[src/rtl/core_pkg.sv]
// Shared core definitions: hazard sequencer state encoding and PC source select codes.
package core_pkg;

    localparam int unsigned REG_ADDR_W  = 5;
    localparam int unsigned PC_SEL_W    = 2;
    localparam int unsigned DRAIN_CNT_W = 4;

    typedef enum logic [1:0] {
        RUN        = 2'd0,
        MEM_WAIT   = 2'd1,
        TRAP_DRAIN = 2'd2,
        TRAP_REDIR = 2'd3
    } hz_state_e;

    // PC mux select codes, shared with the PC mux
    localparam logic [PC_SEL_W-1:0] PC_SEL_PC4    = 2'b00;
    localparam logic [PC_SEL_W-1:0] PC_SEL_BRANCH = 2'b01;
    localparam logic [PC_SEL_W-1:0] PC_SEL_TRAP   = 2'b10;

endpackage

[src/rtl/hazard_detect.sv]
// Load-use hazard compare between the load in EX and the source operands of the instruction in ID.
module hazard_detect
    import core_pkg::*;
(
    input  logic [REG_ADDR_W-1:0] id_rs1_i,
    input  logic [REG_ADDR_W-1:0] id_rs2_i,
    input  logic                  id_use_rs1_i,
    input  logic                  id_use_rs2_i,
    input  logic [REG_ADDR_W-1:0] ex_rd_i,
    input  logic                  ex_mem_read_i,
    output logic                  lu_hazard_o
);

    logic rs1_match;
    logic rs2_match;

    assign rs1_match   = id_use_rs1_i && (ex_rd_i == id_rs1_i);
    assign rs2_match   = id_use_rs2_i && (ex_rd_i == id_rs2_i);
    // x0 is never written, so a load targeting it cannot create a dependency
    assign lu_hazard_o = ex_mem_read_i && (ex_rd_i != '0) && (rs1_match || rs2_match);

endmodule

[src/rtl/hazard_ctrl.sv]
// Pipeline sequencer: load-use stalls, branch/trap flushes, data-memory wait and trap drain/redirect.
module hazard_ctrl
    import core_pkg::*;
#(
    parameter int unsigned DRAIN_CYCLES = 2,
    parameter int unsigned CNT_W        = 32
) (
    input  logic                  clk,
    input  logic                  reset,
    input  logic [REG_ADDR_W-1:0] id_rs1,
    input  logic [REG_ADDR_W-1:0] id_rs2,
    input  logic                  id_use_rs1,
    input  logic                  id_use_rs2,
    input  logic [REG_ADDR_W-1:0] ex_rd,
    input  logic                  ex_memRead,
    input  logic                  ex_br_taken,
    input  logic                  ex_trapReq,
    input  logic                  mem_busy,
    output logic                  pc_write,
    output logic                  IFID_write,
    output logic                  IFID_flush,
    output logic                  IDEX_write,
    output logic                  flush_branch,
    output logic                  mem_hold,
    output logic [PC_SEL_W-1:0]   pc_sel,
    output logic [CNT_W-1:0]      stall_cycles
);

    hz_state_e              state_q, state_d;
    logic [DRAIN_CNT_W-1:0] drain_q, drain_d;
    logic [CNT_W-1:0]       stall_q, stall_d;
    logic                   lu_hazard;
    logic                   run_eval;

    hazard_detect u_hazard_detect (
        .id_rs1_i      (id_rs1),
        .id_rs2_i      (id_rs2),
        .id_use_rs1_i  (id_use_rs1),
        .id_use_rs2_i  (id_use_rs2),
        .ex_rd_i       (ex_rd),
        .ex_mem_read_i (ex_memRead),
        .lu_hazard_o   (lu_hazard)
    );

    always_ff @(posedge clk or negedge reset) begin
        if (!reset) begin
            state_q <= RUN;
            drain_q <= '0;
            stall_q <= '0;
        end else begin
            state_q <= state_d;
            drain_q <= drain_d;
            stall_q <= stall_d;
        end
    end

    always_comb begin
        state_d      = state_q;
        drain_d      = drain_q;
        stall_d      = stall_q;
        run_eval     = 1'b0;
        pc_write     = 1'b1;
        IFID_write   = 1'b1;
        IFID_flush   = 1'b0;
        IDEX_write   = 1'b1;
        flush_branch = 1'b0;
        mem_hold     = 1'b0;
        pc_sel       = PC_SEL_PC4;

        case (state_q)
            // EX is frozen here, so pending trap/branch requests survive until exit
            MEM_WAIT: begin
                if (mem_busy) begin
                    pc_write   = 1'b0;
                    IFID_write = 1'b0;
                    mem_hold   = 1'b1;
                end else begin
                    run_eval = 1'b1;
                end
            end
            TRAP_DRAIN: begin
                pc_write   = 1'b0;
                IFID_write = 1'b0;
                IDEX_write = 1'b0;
                mem_hold   = mem_busy;
                if (!mem_busy) begin
                    if (drain_q == '0) begin
                        state_d = TRAP_REDIR;
                    end else begin
                        drain_d = drain_q - DRAIN_CNT_W'(1);
                    end
                end
            end
            TRAP_REDIR: begin
                pc_sel       = PC_SEL_TRAP;
                IFID_flush   = 1'b1;
                flush_branch = 1'b1;
                state_d      = RUN;
            end
            default: run_eval = 1'b1;
        endcase

        // RUN decision, priority trap > mem_busy > branch > load-use
        if (run_eval) begin
            state_d = RUN;
            if (ex_trapReq) begin
                pc_write     = 1'b0;
                IFID_flush   = 1'b1;
                flush_branch = 1'b1;
                drain_d      = DRAIN_CNT_W'(DRAIN_CYCLES - 1);
                state_d      = TRAP_DRAIN;
            end else if (mem_busy) begin
                pc_write   = 1'b0;
                IFID_write = 1'b0;
                mem_hold   = 1'b1;
                state_d    = MEM_WAIT;
            end else if (ex_br_taken) begin
                pc_sel       = PC_SEL_BRANCH;
                IFID_flush   = 1'b1;
                flush_branch = 1'b1;
            end else if (lu_hazard) begin
                pc_write   = 1'b0;
                IFID_write = 1'b0;
                IDEX_write = 1'b0;
            end
        end

        if (!reset) begin
            pc_write     = 1'b0;
            IFID_write   = 1'b0;
            IFID_flush   = 1'b0;
            IDEX_write   = 1'b0;
            flush_branch = 1'b0;
            mem_hold     = 1'b0;
            pc_sel       = PC_SEL_PC4;
        end

        if (!pc_write && (stall_q != {CNT_W{1'b1}})) begin
            stall_d = stall_q + CNT_W'(1);
        end
    end

    assign stall_cycles = stall_q;

endmodule
[config.mk]
export PLATFORM = sky130hd
export DESIGN_NAME = hazard_ctrl
export DESIGN_NICKNAME = d
export VERILOG_FILES = /design/src/rtl/core_pkg.sv /design/src/rtl/hazard_detect.sv /design/src/rtl/hazard_ctrl.sv
export SDC_FILE = /design/constraint.sdc
export NUM_CORES = 1
export LEC_CHECK = 0
export ABC_AREA = 1
export CAP_MARGIN = 20
export CORE_UTILIZATION = 55
export DETAILED_ROUTE_END_ITERATION = 8
export GPL_ROUTABILITY_DRIVEN = 0
export GPL_TIMING_DRIVEN = 0
export PLACE_DENSITY = 0.94
export SLEW_MARGIN = 10
export SYNTH_ARGS = -nofsm -noshare
export SYNTH_HDL_FRONTEND = slang
export SYNTH_SLANG_ARGS = --single-unit
[constraint.sdc]
create_clock -name clk -period 6.8 [get_ports clk]
set_clock_uncertainty 0.2 [all_clocks]
set_input_delay 1.7 -clock clk [delete_from_list [all_inputs] [get_ports clk]]
set_output_delay 1.7 -clock clk [all_outputs]
set_load 0.005 [all_outputs]
==> results of run 1 <==
[synth_stat cells]
cell and count:
nor3_1 20, xnor2_1 9, xor2_1 19, a21oi_1 4, nand3_4 1, o21ai_0 5, and3_1 1, nand3_2 1
dfrtp_1 38, a22oi_1 1, or2_2 1, nor2_4 1, a211oi_1 1, nor2_2 3, buf_2 6, buf_4 1
nor4_1 1, or2_1 1, nand2_2 2, nor3_2 1, nand2_1 153, nand3_1 42, inv_1 55, nand4_1 11
nand3b_1 4, buf_6 3, nor3b_1 1, ha_1 6, nor2_1 41, o21a_1 1, nand4_2 1
[worst max-delay path: stages]
cell and delay, ns:
clkdlybuf4s50_1 0.57, inv_1 0.06, nand2_1 0.05, nand2_1 0.05
nor2_1 0.08, nand3_1 0.08, nand2_1 0.09, nand2_1 0.05
nand2_1 0.05, nand2_1 0.07, nand2_2 0.15, buf_2 0.24
inv_1 0.06, clkdlybuf4s50_1 0.44
[through the flow]
step,cell area [µm²],hold slack (ns),cells
2_1_floorplan,2880,0.285,435
3_3_place_gp,3580,0.286,564
3_5_place_dp,3610,0.305,565
4_1_cts,3700,0.326,573
5_1_grt,3700,0.370,573
6_report,3700,0.315,573
[per-layer routing]
metal / vias to the layer above / global-route usage / part of all wire / routed length, µm
met5: - / 0 / 0 / 0
met3: 31 / 0.0691 / 0.057 / 430
li1: 1509 / - / - / -
met2: 122 / 0.474 / 0.47 / 3490
met4: 0 / 0.138 / 0.033 / 250
met1: 1392 / 0.376 / 0.44 / 3310
[sequential cells by signal, summed over array words and instances, names as in the netlist]
register      cells
drain_q           4
state_q           2
stall_cycles     32
[layout by cell type, fill, tap and decap left out, drive strengths merged]
cell type,synthesis,final
nor4,1,1
nand2,155,155
o21ai,5,5
o21a,1,1
a211oi,1,1
nor2,45,45
nor3,21,21
ha,6,6
a21oi,4,4
nand3b,4,4
a22oi,1,1
clkdlybuf4s50,0,61
clkinv,0,1
inv,55,55
xor2,19,19
xnor2,9,9
dfrtp,38,38
or2,2,2
nand4,12,12
clkbuf,0,7
nor3b,1,1
buf,10,12
and3,1,1
nand3,44,44
[how the worst min path moves through the flow]
stage / slack, ns / start / depth (start not counted) / end
after floorplan: 0.29 / stall_cycles[31]$_DFFE_PN0P_ / 2 / stall_cycles[31]$_DFFE_PN0P_
after global placement: 0.29 / stall_cycles[31]$_DFFE_PN0P_ / 2 / stall_cycles[31]$_DFFE_PN0P_
after detailed placement: 0.30 / stall_cycles[31]$_DFFE_PN0P_ / 2 / stall_cycles[31]$_DFFE_PN0P_
after CTS: 0.33 / stall_cycles[31]$_DFFE_PN0P_ / 2 / stall_cycles[31]$_DFFE_PN0P_
after global routing: 0.37 / stall_cycles[31]$_DFFE_PN0P_ / 2 / stall_cycles[31]$_DFFE_PN0P_
final: 0.32 / stall_cycles[31]$_DFFE_PN0P_ / 2 / stall_cycles[31]$_DFFE_PN0P_
[cell type report]
class                      instances  area, µm²  area share
multi-input combinational        332       1650       0.446
sequential                        38        951       0.257
timing repair buffer              63        643       0.174
inverter                          55        206      0.0558
clock buffer                       7       86.3      0.0234
tap                               67       83.8      0.0227
buffer                            10       71.3      0.0193
clock inverter                     1       5.00     0.00135
[where the power goes]
group	internal [µW]	switching, µW
logic	188	236
registers	259	42.9
clock network	81.7	78.6
total	529	358
[logic make-up after synthesis]
group / Yosys count / share of synthesized area
buf+inv: 65 / 0.0965
compound gates: 12 / 0.0235
xor+xnor: 28 / 0.0852
fa+ha+maj: 6 / 0.0261
flops: 38 / 0.330
simple gates: 286 / 0.439
==> reports/qor.yml, run 1 <==
p_total_uw: 886
die_area_um2: 5530
peakVddDrop_v: 0.000181
drive_above_1_share: 0.0593
fill_cells: 378
die_y_um: 74.4
start_util: 0.590
cts_tree: "done"
slew_headroom: 0.590
antennaDiodeCount: 0
die_x_um: 74.4
final_util: 0.758
hold_buffers: 0
cts_buffers: 5
rows: 25
wl_per_cell_um: 13.1
r2r_start: "state_q[0]$_DFFE_PN0P_"
required_ns: 4.90
synth.cell_area_um2: 2880
fin_crit_sh: 0.830
wl_mm: 7.48
power_density_nw_per_um2: 240
dr.first_iter.drc_count: 218
rsz0062_at_grt: "false"
setup_tns_ns: 0
viasPerCell: 5.33
vias: 3054
synth_nets: 464
finalNetCount: 534
fin_ws_ns: 1.15
avgSynthCellArea_um2: 6.62
overflow: 0
htreeDepth: 2
finalSetupViolCount: 0
post-route-drc-count: 0
rr_worst_depth: 13
ys_seq_elements: 38
syn_to_final_growth_pct: 28.4
report.final.slew_viol_count: 0
cp-startpoint: "ex_rd[0]"
r2r_slack_ns: 4.47
hpwlAfterDp_mm: 5.74
ant_nets: 0
track_usage: 0.294
root_buffer: "clkbuf_8"
grt_max_degree: 24
min_path_type: "reg -> reg"
yosysSeqAreaShare: 0.330
cts_resized: 0
worst_slew_pin_slew_ns: 0.610
maxCapViolCount: 0
synth.distinct_cells: 31
end_kind: "primary output"
port_buffers: 62
critPathArrivalTime_ns: 3.75
cp-endpoint: "pc_write"
coreArea_um2: 4880
startpoint_type: "input pin"
grt_pass1_vias: 2814
yosys.area.top_type: "dfrtp_1"
clk_latency_ns: 0.30
antenna_found_initial: 0
synth_top_area_frac: 0.330
io_pins: 63
synth_area_leaders: "dfrtp_1 33%, nand2_1 20%, nand3_1 7.3%"
dp_slack_ns: 1.18
critPathKind: "in -> out"
grt_pass1_wl_mm: 12.6
synth_warnings: 0
max_freq_mhz: 177
clkSinkCount: 38
clk_pin_slew_ns: 0.07
hold_violations: 0
synth_cells: 435
p_leak_uw: 0.00190
period_needed_ns: 5.65
clock_path_buffers: 2
path_max_fanout: 10
r2r-end: "stall_cycles[21]$_DFFE_PN0P_"
status: "complete, no violations"
post_cts_buffers: 0
firstDrtPassIters: 6
(Power assumes the default switching activity.)
==> run 2, diff against run 1 <==
--- a/config.mk
+++ b/config.mk
@@ -7,11 +7,11 @@
 export LEC_CHECK = 0
 export ABC_AREA = 1
 export CAP_MARGIN = 20
-export CORE_UTILIZATION = 55
+export CORE_UTILIZATION = 46
 export DETAILED_ROUTE_END_ITERATION = 8
 export GPL_ROUTABILITY_DRIVEN = 0
 export GPL_TIMING_DRIVEN = 0
-export PLACE_DENSITY = 0.94
+export PLACE_DENSITY = 0.85
 export SLEW_MARGIN = 10
 export SYNTH_ARGS = -nofsm -noshare
 export SYNTH_HDL_FRONTEND = slang
==> constraint.sdc (replaced) <==
create_clock -name clk -period 4.6 [get_ports clk]
set_clock_uncertainty 0.2 [all_clocks]
set_input_delay 1.15 -clock clk [delete_from_list [all_inputs] [get_ports clk]]
set_output_delay 1.15 -clock clk [all_outputs]
set_load 0.005 [all_outputs]
==> run 2 against run 1 <==
  * Core utilization fell by 14 points
  * Final cell count up 1.4%
  * Register-to-register slack got worse by 2.2 ns
  * Total power is 48% higher
  * Wire length decreased by 2.7%
  * Clock power rose by 47%
  * Die area rose by 19%
  * Critical path type unchanged
  * Largest power group unchanged
  * Highest routed layer unchanged
==> reports/qor.yml, run 2 (synthesis results as in run 1) <==
r2r_slack_ns: 2.31
rows: 28
cts_buffers: 5
hold_buffers: 0
report.final.slew_viol_count: 0
clk_pin_slew_ns: 0.07
dr.first_iter.drc_count: 186
critPathArrivalTime_ns: 3.10
min_to: "stall_cycles[31]$_DFFE_PN0P_"
clk_latency_ns: 0.29
finalSetupViolCount: 0
root_buffer: "clkbuf_8"
grt_pass1_wl_mm: 12.2
cts_tree: "done"
firstDrtPassIters: 6
r2r_start: "state_q[0]$_DFFE_PN0P_"
end_kind: "primary output"
rr_worst_depth: 14
p_leak_uw: 0.00191
path_max_fanout: 10
finalNetCount: 534
hold_depth: 2
wl_mm: 7.28
coreArea_um2: 5990
min_path_type: "reg -> reg"
drive_above_1_share: 0.0593
final_common_cell: "nand2_1"
p_total_uw: 1310
worst_slew_pin_slew_ns: 0.628
grt_pass1_vias: 2762
cp-startpoint: "ex_rd[4]"
fin_crit_sh: 0.967
clkSinkCount: 38
die_y_um: 81.1
htreeDepth: 2
post_cts_buffers: 0
maxCapViolCount: 0
final_util: 0.621
die_area_um2: 6580
vias: 3038
power_density_nw_per_um2: 352
die_x_um: 81.1
post-route-drc-count: 0
ant_nets: 0
cp_slowest_stage_delay_ns: 0.50
slowest_stage: "clkdlybuf4s50_1"
cp_common_cell: "nand2_1"
r2r-end: "stall_cycles[18]$_DFFE_PN0P_"
period_needed_ns: 4.45
hpwlAfterDp_mm: 5.74
port_buffers: 62
viasPerCell: 5.23
max_freq_mhz: 225
fill_cells: 539
hold_violations: 0
start_util: 0.481
largest_reg_flops: 32
grt_max_degree: 25
peakVddDrop_v: 0.000265
critPathTopFamily: "buffers and inverters"
slew_headroom: 0.578
crit_chain: "clkdlybuf4s50_1 -> inv_1 -> nand2_1 -> nand2_1 -> nor2_1 -> nand3_1 -> nand2_1 -> nand2_1 -> nand2_1 -> nand2_1 -> nand2_4 -> buf_6 -> inv_1 -> clkdlybuf4s50_1"
critPathKind: "in -> out"
antennaDiodeCount: 0
io_pins: 63
track_usage: 0.239
mostFrequentLayoutCells: "153 x nand2_1, 60 x clkdlybuf4s50_1, 55 x inv_1"
overflow: 0
wl_per_cell_um: 12.5
worstHoldStart: "stall_cycles[31]$_DFFE_PN0P_"
rsz0062_at_grt: "false"
startpoint_type: "input pin"
clock_path_buffers: 2
antenna_found_initial: 0
syn_to_final_growth_pct: 29.2
required_ns: 3.25
status: "complete, no violations"
cp.buffers_inverters: 5
[run 2: worst max-delay path by stage]
stage               cells after the start  endpoint  slack [ns]
floorplan                              12  pc_write        1.23
finish                                 14  pc_write        0.15
global placement                        9  pc_write       -1.05
CTS                                    14  pc_write        0.01
global route                           14  pc_write        0.02
detailed placement                     14  pc_write        0.02
[run 2: layout make-up]
type / count / area, µm² / area share
Sequential cell: 38 / 951 / 0.256
Clock buffer: 7 / 86.3 / 0.0232
Tap cell: 75 / 93.8 / 0.0252
Inverter: 55 / 206 / 0.0555
Buffer: 10 / 77.6 / 0.0208
Multi-Input combinational cell: 332 / 1660 / 0.445
Clock inverter: 1 / 5.00 / 0.00134
Timing Repair Buffer: 63 / 646 / 0.174
[run 2: power by group]
part	switching [µW]	internal (µW)	total, µW
registers	65.0	383	448
logic	342	285	626
clock network	114	121	235
[run 2: metal layers]
layer  vias to the layer above  share of wire  GRT usage
li1                       1513              -          -
met1                      1392           0.43      0.304
met2                       118           0.48      0.409
met3                        15          0.069     0.0393
met4                         0          0.020     0.0786
met5                         -              0          0
[run 2: repair_timing]
item	in CTS	in global routing
endpoints found under the setup margin	0	1
endpoints found under the hold margin	0	0
gates resized for setup	0	5
[run 2: worst min-delay path: stages, from the launching register on]
cell and delay (ns):
dfrtp_1 0.37, nand2_1 0.06, nand2_1 0.05
[run 2: per-stage QoR]
step | std cells | instance area [µm²] | setup WS [ns] | setup TNS (ns) | hold WS [ns]
6_report | 581 | 3720 | 0.150 | 0 | 0.307
3_5_place_dp | 573 | 3620 | 0.0232 | 0 | 0.292
5_1_grt | 581 | 3720 | 0.0200 | 0 | 0.335
3_3_place_gp | 572 | 3590 | -1.05 | -5.25 | 0.293
4_1_cts | 581 | 3710 | 0.0141 | 0 | 0.308
2_1_floorplan | 435 | 2880 | 1.23 | 0 | 0.285
